===== config.mk =====
export PLATFORM = sky130hd
export DESIGN_NAME = mem_access_ctrl
export DESIGN_NICKNAME = d
export VERILOG_FILES = /design/src/rtl/mem_access_ctrl_pkg.sv /design/src/rtl/mem_lane_fmt.sv /design/src/rtl/mem_access_ctrl.sv
export SDC_FILE = /design/constraint.sdc
export NUM_CORES = 1
export LEC_CHECK = 0
export BUFFER_PORTS_ARGS = -buffer_cell sky130_fd_sc_hd__buf_2
export CAP_MARGIN = 40
export CORE_UTILIZATION = 48
export CTS_BUF_LIST = sky130_fd_sc_hd__clkbuf_8
export DETAILED_ROUTE_END_ITERATION = 12
export GPL_TIMING_DRIVEN = 0
export PLACE_DENSITY_LB_ADDON = 0.3
export SYNTH_ARGS = -nofsm -noshare
export SYNTH_HDL_FRONTEND = slang
export SYNTH_HIERARCHICAL = 1
export SYNTH_SLANG_ARGS = --single-unit

===== constraint.sdc =====
create_clock -name clk -period 3.7 [get_ports clk]
set_input_delay 0.74 -clock clk [delete_from_list [all_inputs] [get_ports clk]]
set_output_delay 0.74 -clock clk [all_outputs]
set_load 0.005 [all_outputs]

===== src/rtl/mem_access_ctrl_pkg.sv =====
// Shared constants for the memory-stage load/store sequencer.
//   - Load/store opcode values (same encoding as the pipeline decoder).
//   - Bus transfer size codes (MEMSZ_*), 2 bits wide.
//   - FSM state encoding, 2 bits wide.
//   - Small opcode classification helpers.
package mem_access_ctrl_pkg;

  localparam logic [5:0] OP_LB  = 6'b100000;
  localparam logic [5:0] OP_LBU = 6'b100100;
  localparam logic [5:0] OP_LH  = 6'b100001;
  localparam logic [5:0] OP_LHU = 6'b100101;
  localparam logic [5:0] OP_LW  = 6'b100011;
  localparam logic [5:0] OP_SB  = 6'b101000;
  localparam logic [5:0] OP_SH  = 6'b101001;
  localparam logic [5:0] OP_SW  = 6'b101011;

  localparam logic [1:0] MEMSZ_BYTE = 2'd0;
  localparam logic [1:0] MEMSZ_HALF = 2'd1;
  localparam logic [1:0] MEMSZ_WORD = 2'd2;

  typedef enum logic [1:0] {
    ST_IDLE = 2'd0,
    ST_ADDR = 2'd1,
    ST_DATA = 2'd2,
    ST_DONE = 2'd3
  } mem_state_e;

  function automatic logic op_is_load(input logic [5:0] op);
    case (op)
      OP_LB, OP_LBU, OP_LH, OP_LHU, OP_LW: return 1'b1;
      default:                             return 1'b0;
    endcase
  endfunction

  function automatic logic op_is_store(input logic [5:0] op);
    case (op)
      OP_SB, OP_SH, OP_SW: return 1'b1;
      default:             return 1'b0;
    endcase
  endfunction

  // Natural alignment: halves on even addresses, words on multiples of 4.
  function automatic logic op_misaligned(input logic [5:0] op, input logic [1:0] lo);
    case (op)
      OP_LH, OP_LHU, OP_SH: return lo[0];
      OP_LW, OP_SW:         return (lo != 2'b00);
      default:              return 1'b0;
    endcase
  endfunction

endpackage


===== src/rtl/mem_lane_fmt.sv =====
// Combinational lane formatter for the data-side bus.
//   i_op        : load/store opcode
//   i_addr_lo   : address bits [1:0] (byte lane select)
//   i_wdata     : store source register value
//   i_rdata     : raw bus read word
//   o_size      : bus transfer size (MEMSZ_*)
//   o_wr        : 1 for stores
//   o_wstrb     : byte-lane write enables (0 for loads)
//   o_wdata     : store data replicated across the lanes
//   o_rdata_ext : selected lane of i_rdata, sign- or zero-extended
module mem_lane_fmt
  import mem_access_ctrl_pkg::*;
(
  input  logic [5:0]  i_op,
  input  logic [1:0]  i_addr_lo,
  input  logic [31:0] i_wdata,
  input  logic [31:0] i_rdata,
  output logic [1:0]  o_size,
  output logic        o_wr,
  output logic [3:0]  o_wstrb,
  output logic [31:0] o_wdata,
  output logic [31:0] o_rdata_ext
);

  logic [7:0]  w_byte;
  logic [15:0] w_half;

  always_comb begin
    case (i_op)
      OP_LB, OP_LBU, OP_SB: o_size = MEMSZ_BYTE;
      OP_LH, OP_LHU, OP_SH: o_size = MEMSZ_HALF;
      default:              o_size = MEMSZ_WORD;
    endcase
  end

  assign o_wr = op_is_store(i_op);

  always_comb begin
    o_wstrb = 4'b0000;
    if (o_wr) begin
      case (o_size)
        MEMSZ_BYTE: o_wstrb = 4'b0001 << i_addr_lo;
        MEMSZ_HALF: o_wstrb = 4'b0011 << i_addr_lo;
        default:    o_wstrb = 4'b1111;
      endcase
    end
  end

  // Every lane carries the value that belongs there for any legal address,
  // so the slave only has to honour wstrb.
  genvar gi;
  generate
    for (gi = 0; gi < 4; gi++) begin : g_lane
      assign o_wdata[8*gi +: 8] =
          (o_size == MEMSZ_BYTE) ? i_wdata[7:0] :
          (o_size == MEMSZ_HALF) ? i_wdata[8*(gi%2) +: 8] :
                                   i_wdata[8*gi +: 8];
    end
  endgenerate

  always_comb begin
    case (i_addr_lo)
      2'd0:    w_byte = i_rdata[7:0];
      2'd1:    w_byte = i_rdata[15:8];
      2'd2:    w_byte = i_rdata[23:16];
      default: w_byte = i_rdata[31:24];
    endcase
    w_half = i_addr_lo[1] ? i_rdata[31:16] : i_rdata[15:0];
    case (i_op)
      OP_LB:   o_rdata_ext = {{24{w_byte[7]}}, w_byte};
      OP_LBU:  o_rdata_ext = {24'h000000, w_byte};
      OP_LH:   o_rdata_ext = {{16{w_half[15]}}, w_half};
      OP_LHU:  o_rdata_ext = {16'h0000, w_half};
      default: o_rdata_ext = i_rdata;
    endcase
  end

endmodule


===== src/rtl/mem_access_ctrl.sv =====
// Memory-stage load/store sequencer between the M stage and a
// req/addr_ok/data_ok data bus.
//   clk, rst          : clock, synchronous active-high reset
//   memenM/opM/addrM/wdataM/flushM : M-stage request and flush
//   data_req/wr/size/addr/wstrb/wdata : bus request side
//   data_addr_ok/data_data_ok/data_rdata : bus response side
//   rdataM            : registered, extended load result
//   adelM/adesM       : load/store address error
//   stallM            : hold the pipeline until the access completes
module mem_access_ctrl
  import mem_access_ctrl_pkg::*;
#(
  parameter logic [31:0] RDATA_RST = 32'h0000_0000
)
(
  input  logic        clk,
  input  logic        rst,
  input  logic        memenM,
  input  logic [5:0]  opM,
  input  logic [31:0] addrM,
  input  logic [31:0] wdataM,
  input  logic        flushM,
  output logic        data_req,
  output logic        data_wr,
  output logic [1:0]  data_size,
  output logic [31:0] data_addr,
  output logic [3:0]  data_wstrb,
  output logic [31:0] data_wdata,
  input  logic        data_addr_ok,
  input  logic        data_data_ok,
  input  logic [31:0] data_rdata,
  output logic [31:0] rdataM,
  output logic        adelM,
  output logic        adesM,
  output logic        stallM
);

  mem_state_e  r_state;
  logic        r_cancel;
  logic [31:0] r_rdata;
  logic [5:0]  r_op;
  logic [31:0] r_addr;
  logic [31:0] r_wdata;

  logic        w_misalign;
  logic        w_go;
  logic        w_idle;
  logic        w_busy;
  logic        w_req;
  logic        w_stall;
  logic        w_complete;
  logic        w_cancel_now;
  logic [5:0]  w_op;
  logic [31:0] w_addr;
  logic [31:0] w_wdata;
  logic [31:0] w_rdata_ext;

  assign w_misalign = op_misaligned(opM, addrM[1:0]);
  assign adelM      = memenM & op_is_load(opM)  & w_misalign;
  assign adesM      = memenM & op_is_store(opM) & w_misalign;
  assign w_go       = memenM & ~adelM & ~adesM & ~flushM;

  assign w_idle = (r_state == ST_IDLE);
  assign w_busy = (r_state == ST_ADDR) || (r_state == ST_DATA);

  // The issue cycle drives straight from the M stage; once issued the
  // request is replayed from a snapshot so a flush cannot disturb the
  // address phase or the lane selection of the returning data.
  assign w_op    = w_idle ? opM    : r_op;
  assign w_addr  = w_idle ? addrM  : r_addr;
  assign w_wdata = w_idle ? wdataM : r_wdata;

  always_comb begin
    w_req   = 1'b0;
    w_stall = 1'b0;
    case (r_state)
      ST_IDLE: begin
        w_req   = w_go;
        w_stall = w_go;
      end
      ST_ADDR: begin
        w_req   = 1'b1;
        w_stall = 1'b1;
      end
      ST_DATA: w_stall = 1'b1;
      default: ;
    endcase
  end

  assign data_req  = w_req & ~rst;
  assign stallM    = w_stall & ~rst;
  assign data_addr = w_addr;
  assign rdataM    = r_rdata;

  // data_ok only counts alongside our own accepted address or in DATA.
  assign w_complete   = (w_req & data_addr_ok & data_data_ok) |
                        ((r_state == ST_DATA) & data_data_ok);
  // A flush landing on the completing cycle is treated as cancelling too.
  assign w_cancel_now = r_cancel | (flushM & w_busy);

  mem_lane_fmt u_lane_fmt (
    .i_op        (w_op),
    .i_addr_lo   (w_addr[1:0]),
    .i_wdata     (w_wdata),
    .i_rdata     (data_rdata),
    .o_size      (data_size),
    .o_wr        (data_wr),
    .o_wstrb     (data_wstrb),
    .o_wdata     (data_wdata),
    .o_rdata_ext (w_rdata_ext)
  );

  always_ff @(posedge clk) begin
    if (rst) begin
      r_state  <= ST_IDLE;
      r_cancel <= 1'b0;
      r_rdata  <= RDATA_RST;
      r_op     <= '0;
      r_addr   <= '0;
      r_wdata  <= '0;
    end else begin
      if (w_idle && w_go) begin
        r_op    <= opM;
        r_addr  <= addrM;
        r_wdata <= wdataM;
      end

      if (w_complete && !w_cancel_now && op_is_load(w_op)) begin
        r_rdata <= w_rdata_ext;
      end

      if (w_complete) begin
        r_cancel <= 1'b0;
      end else if (flushM && w_busy) begin
        r_cancel <= 1'b1;
      end

      case (r_state)
        ST_IDLE, ST_ADDR: begin
          if (w_req) begin
            if (data_addr_ok && data_data_ok) begin
              r_state <= w_cancel_now ? ST_IDLE : ST_DONE;
            end else if (data_addr_ok) begin
              r_state <= ST_DATA;
            end else begin
              r_state <= ST_ADDR;
            end
          end
        end
        ST_DATA: begin
          if (data_data_ok) begin
            r_state <= w_cancel_now ? ST_IDLE : ST_DONE;
          end
        end
        ST_DONE: r_state <= ST_IDLE;
        default: r_state <= ST_IDLE;
      endcase
    end
  end

endmodule


After elaboration in Yosys (flattened, before gate mapping)
Index checks and enable logic that the tools add are counted.
W data, S select, Z words.
- flip-flop bits (word level): 105
- input port bits: 108
- output and inout port bits: 107
- word-level logic and storage cells: 102
- equality and inequality tests: 24
- shifts and indexed selects: 2
- mux-type cells: 28
- bitwise gates (word level): 19
- reduce and logical (&&, ||, !) cells: 23
- operator list (operator ; count):
    $pmux W32 S4 ; 1
    $eq A6 B6 Y1 const B ; 16
    $mux W32 ; 2
    $mux W8 ; 5
    $pmux W8 S3 ; 1
    $mux W16 ; 1
    $reduce_or A3 Y1 ; 5
    $and A1 B1 Y1 ; 13
    $mux W2 ; 5
    $reduce_or A5 Y1 ; 2
    $pmux W4 S2 ; 1
    $reduce_or A2 Y1 ; 4
    $eq A2 B1 Y1 const B ; 3
    $eq A2 B2 Y1 const B ; 3
    $logic_not A2 Y1 ; 3
    $mux W6 ; 1
    $pmux W1 S2 ; 3
    $pmux W2 S3 ; 1
    $logic_and A1 B1 Y1 ; 5
    $mux W1 ; 5
    $mux W4 ; 1
    $ne A2 B2 Y1 const B ; 2
    $not A1 Y1 ; 4
    $pmux W2 S2 ; 1
    7 further kinds ; 8

Logic depth before layout (Yosys ltp)
Gate-level depths: netlist of run 1.
- word-level depth: 15
- gate-level depth with buffers: 14
- mapped depth without buffers: 8

Hierarchy
The synthesis of run 1 kept the hierarchy.
- modules (own cells, without submodules) (module ; times used ; cells each ; area each (sq um)):
    mem_access_ctrl ; 1 ; 575 ; 5059.9
    mem_lane_fmt ; 1 ; 176 ; 1385.1

Worst setup path after synthesis of run 1
No wires, ideal clock.
- kind: register -> output
- start: register r_state[0]
- end: output data_wdata[16]
- arrival time: 2947 ps
- required time: 2960 ps
- setup slack: 13 ps
- stages on the path, launching flop included: 11
- buffers on the path: 3
- cell sequence: dfxtp_1 > inv_1 > ha_1 > buf_2 > buf_1 > buf_1 > mux2_1 > nor3b_2 > and2_0 > inv_2 > mux2_2
- word-level cells in the longest chain between the ends: 8
- elaborated cells between the ends (all ways): 16
- RTL lines (what ; line ; source):
    start, declared ; mem_access_ctrl.sv:38 ; mem_state_e r_state;
    start signal, assigned ; mem_access_ctrl.sv:142 ; r_state <= w_cancel_now ? ST_IDLE : ST_DONE;
    start signal, assigned ; mem_access_ctrl.sv:152 ; r_state <= w_cancel_now ? ST_IDLE : ST_DONE;
    $logic_not A2 Y1 * ; mem_access_ctrl.sv:63 ; assign w_idle = (r_state == ST_IDLE);
    $mux W6 * ; mem_access_ctrl.sv:69 ; assign w_op = w_idle ? opM : r_op;
    named net w_op[4] ; mem_access_ctrl.sv:53 ; logic [5:0] w_op;
    $eq A6 B6 Y1 ; mem_lane_fmt.sv:29 ; case (i_op)
    $reduce_or A3 Y1 ; mem_lane_fmt.sv:29 ;
    $pmux W2 S2 * ; mem_lane_fmt.sv:29 ;
    named net data_size[1] ; mem_access_ctrl.sv:25 ; output logic [1:0] data_size,
    $eq A2 B1 Y1 ; -- ;
    $mux W8 ; mem_lane_fmt.sv:56 ; (o_size == MEMSZ_HALF) ? i_wdata[8*(gi%2) +: 8] :
    $mux W8 * ; mem_lane_fmt.sv:55 ; (o_size == MEMSZ_BYTE) ? i_wdata[7:0] :
    end, declared ; mem_access_ctrl.sv:28 ; output logic [31:0] data_wdata,
Mark *: on every way through the listed nets, which the timed path passes. The rest lies on a longest branch.

Worst setup path after layout of run 1
- start: register r_state[0]
- end: output data_wdata[19]
- word-level cells in the longest chain between the ends: 8
- elaborated cells between the ends (all ways): 16
- RTL lines (what ; line):
    $logic_not A2 Y1 * ; mem_access_ctrl.sv:63
    $mux W6 * ; mem_access_ctrl.sv:69
    named net w_op[5] ; mem_access_ctrl.sv:53
    $eq A6 B6 Y1 ; mem_lane_fmt.sv:29
    $reduce_or A3 Y1 ; mem_lane_fmt.sv:29
    $pmux W2 S2 * ; mem_lane_fmt.sv:29
    $eq A2 B1 Y1 ; --
    $mux W8 ; mem_lane_fmt.sv:56
    $mux W8 * ; mem_lane_fmt.sv:55
Marks and branches as above.

==> results of run 1 <==
what timing repair did:
item / CTS / global route
resized for setup: 27 / 9
hold endpoints to repair: 0 / 0
endpoints found under the setup margin: 63 / 27
setup buffers: 2 / 0
pin swaps: 2 / 2
Yosys cell counts, types with 3 or more instances:
library cell	n	area (sq um)
sky130_fd_sc_hd__buf_4	8	60.1
sky130_fd_sc_hd__dfxtp_1	105	2100
sky130_fd_sc_hd__buf_2	16	80.1
sky130_fd_sc_hd__buf_12	3	60.1
sky130_fd_sc_hd__inv_1	11	41.3
sky130_fd_sc_hd__buf_1	7	26.3
sky130_fd_sc_hd__mux2_4	5	75.1
sky130_fd_sc_hd__a221o_1	15	150
sky130_fd_sc_hd__mux2_1	21	236
sky130_fd_sc_hd__nor2_1	8	30.0
sky130_fd_sc_hd__o31ai_1	17	128
sky130_fd_sc_hd__ha_1	4	50.1
sky130_fd_sc_hd__clkbuf_1	31	116
sky130_fd_sc_hd__and3_1	8	50.1
sky130_fd_sc_hd__nand2_1	161	604
sky130_fd_sc_hd__o21ai_0	5	25.0
sky130_fd_sc_hd__nor2b_1	4	25.0
sky130_fd_sc_hd__nand2b_1	66	413
sky130_fd_sc_hd__nor3_1	5	25.0
sky130_fd_sc_hd__mux2_2	68	766
sky130_fd_sc_hd__mux2i_1	40	400
sky130_fd_sc_hd__a21oi_1	96	480
sky130_fd_sc_hd__mux4_2	8	180
report_power, final:
group	total (W)	leakage (nW)	internal, W	switching, W
clock	0.000724	0.0994	0.000313	0.000411
combinational	0.00270	2.55	0.00132	0.00139
sequential	0.00129	0.852	0.00123	0.0000534
layout make-up:
class | instances | share of cell area (%)
multi-input cells | 567 | 49.7
flip-flops and latches | 105 | 26.2
well taps | 172 | 2.69
inverters | 12 | 0.625
clock inverters | 7 | 0.874
plain buffers | 65 | 4.84
clock buffers | 9 | 1.55
diodes | 1 | 0.0312
repair buffers | 215 | 13.5
sequential cells by signal, summed over array words and instances, names as in the netlist:
signal and flops:
r_addr 32, r_wdata 32, rdataM 32, r_op 6, r_state 2, r_cancel 1
how the worst min path moves through the flow:
| stage | startpoint | end | slack, ns |
|---|---|---|---|
| after global routing | r_addr[29]$_SDFFE_PP0N_ | r_addr[29]$_SDFFE_PP0N_ | 0.48 |
| after detailed placement | r_wdata[24]$_SDFFE_PP0N_ | r_wdata[24]$_SDFFE_PP0N_ | 0.44 |
| final | r_addr[18]$_SDFFE_PP0N_ | r_addr[18]$_SDFFE_PP0N_ | 0.46 |
| after global placement | r_wdata[19]$_SDFFE_PP0N_ | r_wdata[19]$_SDFFE_PP0N_ | 0.44 |
| after floorplan | r_op[1]$_SDFFE_PP0N_ | r_op[1]$_SDFFE_PP0N_ | 0.43 |
| after CTS | r_wdata[30]$_SDFFE_PP0N_ | r_wdata[30]$_SDFFE_PP0N_ | 0.46 |
critical path, cell delays in order, from the launching register on:
cell and delay [ns]:
sky130_fd_sc_hd__dfxtp_1 0.35, sky130_fd_sc_hd__inv_1 0.11, sky130_fd_sc_hd__ha_2 0.22, sky130_fd_sc_hd__buf_8 0.19, sky130_fd_sc_hd__buf_8 0.17, sky130_fd_sc_hd__mux2_2 0.38, sky130_fd_sc_hd__nor3b_4 0.17, sky130_fd_sc_hd__and2_2 0.23
sky130_fd_sc_hd__inv_6 0.12, sky130_fd_sc_hd__mux2_2 0.34, sky130_fd_sc_hd__buf_2 0.12
logic make-up after synthesis:
group	after synthesis	synth area share, %
and+or+nand+nor	274	20.5
AOI/OAI and AO/OA	147	14.0
muxes	142	25.7
DFF	105	32.6
buffers and inverters	79	6.37
adders and majority gates	4	0.777
per-stage QoR:
step | setup TNS [ns] | power (W) | hold WS, ns
after detailed placement | -42.26 | 0.00389 | 0.444
after global routing | 0 | 0.00501 | 0.477
after CTS | 0 | 0.00472 | 0.459
after global placement | -36.97 | 0.00387 | 0.438
after floorplan | 0 | 0.00307 | 0.432
final | 0 | 0.00471 | 0.456
per-layer routing:
layer	track usage, %	vias to the layer above	wire (microns)	share of wire [%]
li1	-	3063	-	-
met1	32.1	2877	7810	43
met2	45.3	235	8900	48
met3	5.67	32	1200	6.5
met4	10.4	0	446	2.4
met5	0	-	0	0
==> reports/results.txt, run 1 <==
Number of synthesized register bits -> 105
Critical Path End Type -> output pin
Total number of H-tree levels -> 3
Placed standard-cell area -> 7730 sq um
Core utilization of the finished layout -> 62.2%
Sequential share of the synthesized area -> 32.6%
Final Skew -> 0.0113 ns
Max Buffers Root-to-Sink -> 2
Outcome -> complete, no violations
Total clock buffers created by CTS -> 9
Proportion of synthesized flip-flops having asynchronous set or reset -> 0%
IO Port Bufs -> 213
Critical setup path kind -> reg -> out
Ratio of total power to cell area -> 588 nW/um^2
Number of slew-limit violations in the final report -> 0
Max Freq -> 0.281 GHz
Post-layout worst setup margin -> 0.144 ns
Net count of the mapped netlist -> 863
Maximum number of pins on one net before global-route repair -> 18
Number of design-rule violations left by the first detailed-router iteration -> 473
Post-Syn Area per Cell -> 8.58 sq um
Hold depth -> 2
Mapped Cells -> 751
Min Clock Period, post-route -> 3.56 ns
CTS clock-pin slew for the worst setup and hold paths -> 0.10 ns
Fraction of layout cells with a size suffix above 1 -> 36.6%
Footprint of the multi-input gates -> 3980 sq um
Final routed DRC violation total -> 0
Global-route wire length before repair -> 29.3 mm
Number of fill cells in the layout -> 1,157
Post-CTS Hold Fix Bufs -> 0
Number of enable-type register cells in the synthesized netlist -> 0
Reported leakage power -> 3.50 nW
Antenna violations before repair -> 1
I/O pin count -> 215
Reg-to-reg endpoint -> rdataM[0]$_SDFFE_PP0P_
Worst Reg-to-Reg Cells -> 11
Number of synthesis warnings -> 6
Register-to-Register Setup Slack -> 0.58 ns
Cell area after synthesis -> 6440 sq um
Ratio of final minimum period to clock period -> 96.1%
Global-route usage over all layers -> 26.4%
Worst Setup EP -> data_wdata[19]
Global route overflow -> 0
FP Rows -> 41
Cell at the root of the clock tree -> sky130_fd_sc_hd__clkbuf_8
Most used flip-flop cell after synthesis -> sky130_fd_sc_hd__dfxtp_1
Routability congestion estimate -> 0.897
Yosys cell types -> 54
Vias in the first global route -> 5,928
Critical register-to-register path startpoint -> r_state[0]$_SDFFE_PP0P_
Post-route cell area -> 8010 sq um
Required time at the endpoint of the critical path -> 2.96 ns
Setup Slack @ Placement -> -1.06 ns
Most common cell after layout, fill and taps aside -> sky130_fd_sc_hd__buf_2
Count of endpoints failing setup in the final report -> 0
Launching element of the worst setup path -> r_state[0]$_SDFFE_PP0P_
Crit path max fanout -> 19
Via count -> 6,207
Total number of nets in the final design -> 1,087
Final hold violations -> 0
Total number of clock tree sinks -> 105
Setup crit start kind -> flop
Die Y -> 118 microns
Unrepaired setup endpoints after global routing -> no
Final WL -> 18.4 mm
Filler-free cell count of the finished design -> 1,153
Placed insts -> 1,136
Worst hold path type -> reg -> reg
Sequential cell area -> 2100 sq um
1st-pass router iterations -> 6
Normalized max-slew margin -> 46.6%
Die span in x -> 118 microns
TritonCTS clock tree -> yes
Worst-Skew Late Latency -> 0.39 ns
Effective utilization at floorplan -> 50.1%
Max Cap Viol -> 0
DRT antenna net count -> 0
Commonest cells after routing, fill and taps aside -> sky130_fd_sc_hd__buf_2 (228), sky130_fd_sc_hd__nand2_1 (159), sky130_fd_sc_hd__dfxtp_1 (105), sky130_fd_sc_hd__a21oi_1 (96), sky130_fd_sc_hd__mux2_2 (69)
Placed wire-length estimate after detailed placement -> 14.2 mm
Die area -> 13,900 sq um
Max VDD drop -> 490 uV
Drt wl/cell -> 15.9 microns
Synth-to-layout area growth -> 24.3%
Crit path arrival time -> 2.82 ns
Worst-margin pin slew -> 0.794 ns
Routed vias/inst -> 5.38
Area of the core -> 12,900 sq um
No activity file was read; power rests on OpenSTA's default activity.
==> run 2: changes to the inputs <==
- MAX_ROUTING_LAYER: default -> met4
- clock period: 3.7 -> 3 ns (I/O delays scaled with it)
==> reports/results.txt, run 2 (synthesis gave the netlist of run 1 again) <==
Outcome -> finished, violations left (was complete, no violations)
Violations in the final reports -> negative setup slack
Max Freq -> 0.309 GHz
Number of slew-limit violations in the final report -> 0 (unchanged)
Ratio of total power to cell area -> 767 nW/um^2 (was 588 nW/um^2)
Reg-to-reg endpoint -> rdataM[4]$_SDFFE_PP0P_ (was rdataM[0]$_SDFFE_PP0P_)
Post-layout worst setup margin -> -0.235 ns (was 0.144 ns)
Global-route usage over all layers -> 28.3% (was 26.4%)
Routed vias/inst -> 5.45 (was 5.38)
Hold Path Origin -> wdataM[14] (was r_addr[18]$_SDFFE_PP0N_)
Die area -> 13,900 sq um (unchanged)
Net Sw Power -> 0.00254 W (was 0.00185 W)
Number of fill cells in the layout -> 1,107 (was 1,157)
Critical setup path kind -> reg -> out (unchanged)
Drt wl/cell -> 16.3 microns (was 15.9 microns)
Ratio of final minimum period to clock period -> 108%
Routability congestion estimate -> 0.934 (was 0.897)
Critical register-to-register path startpoint -> r_state[1]$_SDFFE_PP0P_ (was r_state[0]$_SDFFE_PP0P_)
Setup Slack @ Placement -> -0.745 ns (was -1.06 ns)
Antenna violations before repair -> 1 (unchanged)
Final Skew -> 0.0139 ns (was 0.0113 ns)
Max Cap Viol -> 0 (unchanged)
Worst-path cell chain -> inv_2 > ha_4 > buf_8 > buf_12 > buf_12 > mux2_4 > nor4b_4 > nand2_4 > mux2_4 > buf_6 (was inv_1 > ha_2 > buf_8 > buf_8 > mux2_2 > nor3b_4 > and2_2 > inv_6 > mux2_2 > buf_2)
Effective utilization at floorplan -> 50.1% (unchanged)
IO Port Bufs -> 213 (unchanged)
1st-pass router iterations -> 5 (was 6)
Max Buffers Root-to-Sink -> 2 (unchanged)
TritonCTS clock tree -> yes (unchanged)
Global route overflow -> 0 (unchanged)
I/O pin count -> 215 (unchanged)
Placed standard-cell area -> 7750 sq um (was 7730 sq um)
Buf/Inv on CP -> 5 (unchanged)
Worst Reg-to-Reg Cells -> 15 (was 11)
Max VDD drop -> 458 uV (was 490 uV)
Worst hold path type -> in -> reg (was reg -> reg)
Required time at the endpoint of the critical path -> 2.40 ns (was 2.96 ns)
Setup crit start kind -> flop (unchanged)
Die Y -> 118 microns (unchanged)
Unrepaired setup endpoints after global routing -> yes (was no)
Number of design-rule violations left by the first detailed-router iteration -> 460 (was 473)
Min Clock Period, post-route -> 3.23 ns
Cell at the root of the clock tree -> sky130_fd_sc_hd__clkbuf_8 (unchanged)
Post-CTS Hold Fix Bufs -> 0 (unchanged)
Die span in x -> 118 microns (unchanged)
Total number of clock tree sinks -> 105 (unchanged)
Total number of nets in the final design -> 1,118 (was 1,087)
Synth-to-layout area growth -> 32.6% (was 24.3%)
Final WL -> 19.3 mm (was 18.4 mm)
Total number of H-tree levels -> 3 (unchanged)
Global-route wire length before repair -> 30.5 mm (was 29.3 mm)
Worst-Skew Late Latency -> 0.39 ns (about the same)
Reported leakage power -> 3.76 nW (was 3.50 nW)
Count of endpoints failing setup in the final report -> 41 (was 0)
Register-to-Register Setup Slack -> -0.11 ns (was 0.58 ns)
Area of the core -> 12,900 sq um (unchanged)
DRT antenna net count -> 0 (unchanged)
Setup_tns -> -5.19 ns (was 0 ns)
Final routed DRC violation total -> 0 (unchanged)
Clock power frac -> 14.1% (was 15.4%)
Slowest library cell on the worst path -> sky130_fd_sc_hd__nor4b_4 (was sky130_fd_sc_hd__mux2_2)
Post-route cell area -> 8540 sq um (was 8010 sq um)
Total clock buffers created by CTS -> 9 (unchanged)
Crit path arrival time -> 2.63 ns (was 2.82 ns)
Crit path max fanout -> 8 (was 19)
Hold depth -> 3 (was 2)
FP Rows -> 41 (unchanged)
CTS clock-pin slew for the worst setup and hold paths -> 0.11 ns (was 0.10 ns)
Maximum cell stage delay along the critical path -> 0.37 ns (was 0.38 ns)
Normalized max-slew margin -> 55.9% (was 46.6%)
Cell-internal power -> 0.00401 W (was 0.00286 W)
Fraction of layout cells with a size suffix above 1 -> 41.6% (was 36.6%)
Reg power frac -> 24.2% (was 27.3%)
Cell class contributing the biggest share of worst-path delay -> multiplexers (unchanged)
Final hold violations -> 0 (unchanged)
Critical Path End Type -> output pin (unchanged)
Most common cell after layout, fill and taps aside -> sky130_fd_sc_hd__buf_2 (unchanged)
Maximum number of pins on one net before global-route repair -> 19 (was 18)
Worst-margin pin slew -> 0.658 ns (was 0.794 ns)
Worst slack on hold paths -> 0.441 ns (was 0.456 ns)
Combinational share of power -> 61.7% (was 57.3%)
Vias in the first global route -> 6,113 (was 5,928)
Commonest cells after routing, fill and taps aside -> sky130_fd_sc_hd__buf_2 (225), sky130_fd_sc_hd__nand2_1 (159), sky130_fd_sc_hd__dfxtp_1 (103), sky130_fd_sc_hd__a21oi_1 (88), sky130_fd_sc_hd__mux2_2 (69) (was sky130_fd_sc_hd__buf_2 (228), sky130_fd_sc_hd__nand2_1 (159), sky130_fd_sc_hd__dfxtp_1 (105), sky130_fd_sc_hd__a21oi_1 (96), sky130_fd_sc_hd__mux2_2 (69))
Via count -> 6,453 (was 6,207)
Endpoint with the worst hold slack -> r_wdata[14]$_SDFFE_PP0N_ (was r_addr[18]$_SDFFE_PP0N_)
Placed wire-length estimate after detailed placement -> 13.9 mm (was 14.2 mm)
Switching Fraction -> 38.8% (was 39.3%)
[run 2: cell types whose count changed in the layout (fill, tap and decap cells not counted), sizes merged]
cell    previous run  this run
buf              250       283
clkbuf            39        37
clkinv             4         2
inv               13        15
[run 2: timing repair]
item | CTS | global route
pin swaps | 10 | 8
gates resized for setup | 72 | 23
endpoints found under the setup margin | 71 | 58
gates cloned | 3 | 2
hold endpoints to repair | 0 | 0
buffers inserted | 27 | 5
[run 2: per-stage QoR]
stage,std cells,power (W),util [%]
2_1_floorplan,751,0.00383,-
3_3_place_gp,1136,0.00483,60.2
3_5_place_dp,1136,0.00486,60.2
4_1_cts,1178,0.00638,65.3
5_1_grt,1184,0.00694,66.3
6_report,1184,0.00655,66.3
[run 2: routing by layer]
metal	vias up	track usage (%)	wire (microns)
li1	3125	-	-
met1	2994	35.9	8500
met2	288	43.7	8950
met3	46	5.57	1180
met4	0	12.4	643
met5	-	-	0
[run 2: area by class of cell]
cell class	instances	area (sq um)	area share, %
antenna	1	2.50	0.0293
buffer	62	450	5.27
clock buffer	9	124	1.45
clock inverter	7	78.8	0.923
inverter	12	52.6	0.615
multi-input combinational	567	4110	48.1
sequential	105	2100	24.6
tap	172	215	2.52
timing repair buffer	249	1410	16.5
[run 2: how the worst max path moves through the flow]
stage               cells past startpoint  slack (ns)              to               startpoint
detailed placement                     12       -0.74  data_wdata[26]  r_state[0]$_SDFFE_PP0P_
global route                           11       -0.31  data_wdata[16]  r_state[0]$_SDFFE_PP0P_
floorplan                              10       -0.01  data_wdata[16]  r_state[0]$_SDFFE_PP0P_
global placement                       12       -0.78  data_wdata[25]  r_state[0]$_SDFFE_PP0P_
CTS                                    10       -0.23   data_wdata[8]  r_state[1]$_SDFFE_PP0P_
finish                                 10       -0.23   data_wdata[8]  r_state[1]$_SDFFE_PP0P_
[run 2: power groups by stage]
stage / Combinational, W / Sequential [W] / Clock [W]
after floorplan: 0.00222 / 0.00160 / 0
after global placement: 0.00322 / 0.00161 / 0
after detailed placement: 0.00324 / 0.00162 / 0
after CTS: 0.00385 / 0.00158 / 0.000945
after global routing: 0.00434 / 0.00160 / 0.00100
final: 0.00404 / 0.00159 / 0.000924
[run 2: worst reg2reg max path: stages, from the launching register on]
cell	delay (ns)
sky130_fd_sc_hd__dfxtp_2	0.35
sky130_fd_sc_hd__inv_2	0.05
sky130_fd_sc_hd__ha_4	0.16
sky130_fd_sc_hd__buf_8	0.12
sky130_fd_sc_hd__buf_12	0.12
sky130_fd_sc_hd__buf_12	0.12
sky130_fd_sc_hd__mux2_4	0.33
sky130_fd_sc_hd__buf_6	0.14
sky130_fd_sc_hd__buf_6	0.10
sky130_fd_sc_hd__or4b_4	0.57
sky130_fd_sc_hd__buf_6	0.15
sky130_fd_sc_hd__buf_4	0.13
sky130_fd_sc_hd__mux2_2	0.27
sky130_fd_sc_hd__a221o_1	0.26
sky130_fd_sc_hd__nand2b_1	0.07
sky130_fd_sc_hd__mux2i_1	0.06
==> run 3: changes to the inputs <==
- PLACE_DENSITY: default -> 0.8
- PLACE_DENSITY_LB_ADDON: 0.3 -> default
==> reports/results.txt, run 3 (synthesis gave the netlist of run 1 again) <==
IO Port Bufs -> 213 (unchanged)
Setup crit start kind -> flop (unchanged)
Ratio of total power to cell area -> 775 nW/um^2 (was 767 nW/um^2)
Final routed DRC violation total -> 0 (unchanged)
CTS clock-pin slew for the worst setup and hold paths -> 0.10 ns (was 0.11 ns)
Effective utilization at floorplan -> 50.1% (unchanged)
Crit path arrival time -> 2.63 ns (about the same)
Most common cell after layout, fill and taps aside -> sky130_fd_sc_hd__buf_2 (unchanged)
Max Buffers Root-to-Sink -> 2 (unchanged)
Total clock buffers created by CTS -> 9 (unchanged)
Global-route wire length before repair -> 30.4 mm (was 30.5 mm)
Final hold violations -> 0 (unchanged)
Cell class contributing the biggest share of worst-path delay -> multiplexers (unchanged)
Max VDD drop -> 481 uV (was 458 uV)
Hold depth -> 3 (unchanged)
Antenna violations before repair -> 1 (unchanged)
Critical Path End Type -> output pin (unchanged)
Routed vias/inst -> 5.57 (was 5.45)
Reported leakage power -> 3.74 nW (was 3.76 nW)
Count of endpoints failing setup in the final report -> 29 (was 41)
FP Rows -> 41 (unchanged)
Normalized max-slew margin -> 59.7% (was 55.9%)
Violations in the final reports -> negative setup slack (unchanged)
Cell at the root of the clock tree -> sky130_fd_sc_hd__clkbuf_8 (unchanged)
Number of fill cells in the layout -> 1,071 (was 1,107)
Die span in x -> 118 microns (unchanged)
Final Skew -> 0.00846 ns (was 0.0139 ns)
Setup_tns -> -4.94 ns (was -5.19 ns)
Final WL -> 19.7 mm (was 19.3 mm)
Critical setup path kind -> reg -> out (unchanged)
Worst slack on hold paths -> 0.454 ns (was 0.441 ns)
Reg-to-reg endpoint -> rdataM[28]$_SDFFE_PP0P_ (was rdataM[4]$_SDFFE_PP0P_)
Slowest library cell on the worst path -> sky130_fd_sc_hd__nor4b_4 (unchanged)
Synth-to-layout area growth -> 33.1% (was 32.6%)
Number of slew-limit violations in the final report -> 0 (unchanged)
Worst Reg-to-Reg Cells -> 15 (unchanged)
Via count -> 6,551 (was 6,453)
Die area -> 13,900 sq um (unchanged)
Worst-margin pin slew -> 0.601 ns (was 0.658 ns)
Placed wire-length estimate after detailed placement -> 14.0 mm (was 13.9 mm)
Vias in the first global route -> 6,134 (was 6,113)
Worst-Skew Late Latency -> 0.38 ns (was 0.39 ns)
Total number of H-tree levels -> 3 (unchanged)
1st-pass router iterations -> 5 (unchanged)
Maximum number of pins on one net before global-route repair -> 18 (was 19)
Total number of nets in the final design -> 1,112 (was 1,118)
Commonest cells after routing, fill and taps aside -> sky130_fd_sc_hd__buf_2 (224), sky130_fd_sc_hd__nand2_1 (159), sky130_fd_sc_hd__dfxtp_1 (103), sky130_fd_sc_hd__a21oi_1 (82), sky130_fd_sc_hd__mux2_2 (68) (was sky130_fd_sc_hd__buf_2 (225), sky130_fd_sc_hd__nand2_1 (159), sky130_fd_sc_hd__dfxtp_1 (103), sky130_fd_sc_hd__a21oi_1 (88), sky130_fd_sc_hd__mux2_2 (69))
Crit path max fanout -> 8 (unchanged)
Global route overflow -> 0 (unchanged)
Core utilization of the finished layout -> 66.6% (was 66.3%)
Routability congestion estimate -> 0.935 (was 0.934)
Ratio of final minimum period to clock period -> 108% (about the same)
Register-to-Register Setup Slack -> 0.06 ns (was -0.11 ns)
Maximum cell stage delay along the critical path -> 0.38 ns (was 0.37 ns)
DRT antenna net count -> 0 (unchanged)
Unrepaired setup endpoints after global routing -> yes (unchanged)
I/O pin count -> 215 (unchanged)
Critical register-to-register path startpoint -> r_state[1]$_SDFFE_PP0P_ (unchanged)
Required time at the endpoint of the critical path -> 2.40 ns (about the same)
Post-layout worst setup margin -> -0.231 ns (was -0.235 ns)
Drt wl/cell -> 16.7 microns (was 16.3 microns)
Hold Path Origin -> addrM[23] (was wdataM[14])
Setup Slack @ Placement -> -0.823 ns (was -0.745 ns)
Endpoint with the worst hold slack -> r_addr[23]$_SDFFE_PP0N_ (was r_wdata[14]$_SDFFE_PP0N_)
Worst hold path type -> in -> reg (unchanged)
Worst-path cell chain -> inv_2 > ha_4 > buf_6 > buf_12 > buf_12 > mux2_4 > nor4b_4 > nand2_4 > mux2_4 > buf_6 (was inv_2 > ha_4 > buf_8 > buf_12 > buf_12 > mux2_4 > nor4b_4 > nand2_4 > mux2_4 > buf_6)
Outcome -> finished, violations left (unchanged)
Total number of clock tree sinks -> 105 (unchanged)
Global-route usage over all layers -> 28.1% (was 28.3%)
Min Clock Period, post-route -> 3.23 ns (about the same)
Area of the core -> 12,900 sq um (unchanged)
Number of design-rule violations left by the first detailed-router iteration -> 526 (was 460)
TritonCTS clock tree -> yes (unchanged)
Die Y -> 118 microns (unchanged)
Max Freq -> 0.309 GHz (about the same)
Fraction of layout cells with a size suffix above 1 -> 42.8% (was 41.6%)
Max Cap Viol -> 0 (unchanged)
Buf/Inv on CP -> 5 (unchanged)
run 3: worst max path at each step:
stage	start	end	slack [ns]	cells after the start
2_1_floorplan	r_state[0]$_SDFFE_PP0P_	data_wdata[16]	-0.01	10
6_report	r_state[1]$_SDFFE_PP0P_	data_wdata[12]	-0.23	10
4_1_cts	r_state[1]$_SDFFE_PP0P_	data_wdata[12]	-0.22	10
5_1_grt	r_state[0]$_SDFFE_PP0P_	data_wdata[12]	-0.30	10
3_3_place_gp	r_state[0]$_SDFFE_PP0P_	data_wstrb[3]	-0.85	12
3_5_place_dp	r_state[1]$_SDFFE_PP0P_	data_wstrb[3]	-0.82	12
run 3: worst reg2reg max path, delay by kind of cell, from the launching register on:
family                     cells  cell delay (ns)
DFF                            1             0.35
muxes                          2             0.48
buffers and inverters          8             1.05
adders and majority gates      1             0.16
AOI/OAI and AO/OA              2             0.49
and+or+nand+nor                2             0.33
run 3: final cells by class:
type	instances	area, sq um	share of cell area (%)
Buffer	62	435	5.07
Timing Repair Buffer	243	1330	15.5
Multi-Input combinational cell	567	4210	49.0
Antenna cell	1	2.50	0.0292
Inverter	12	52.6	0.612
Clock buffer	10	138	1.60
Sequential cell	105	2100	24.5
Tap cell	172	215	2.51
Clock inverter	4	93.8	1.09
run 3: metal layers:
| layer | GRT usage [%] | vias to the layer above | wire length [microns] |
|---|---|---|---|
| li1 | - | 3113 | - |
| met1 | 34.5 | 3077 | 8240 |
| met2 | 45.1 | 300 | 9420 |
| met3 | 3.97 | 61 | 1270 |
| met4 | 14.0 | 0 | 762 |
| met5 | - | - | 0 |
run 3: per-stage QoR:
step	power [W]	std cells	instance area, sq um
floorplan	0.00383	751	6470
global placement	0.00481	1136	7750
detailed placement	0.00484	1136	7750
CTS	0.00636	1168	8320
global route	0.00703	1176	8580
finish	0.00665	1176	8580
run 3: report_power, final:
group	internal (W)	switching (W)
logic	0.00203	0.00199
registers	0.00152	0.0000644
clock network	0.000566	0.000483
run 3: what timing repair did:
item,CTS,global route
endpoints found under the setup margin,72,73
gates resized for setup,60,58
pin swaps,6,4
cloned,1,3
setup buffers,21,7
hold buffers,0,0
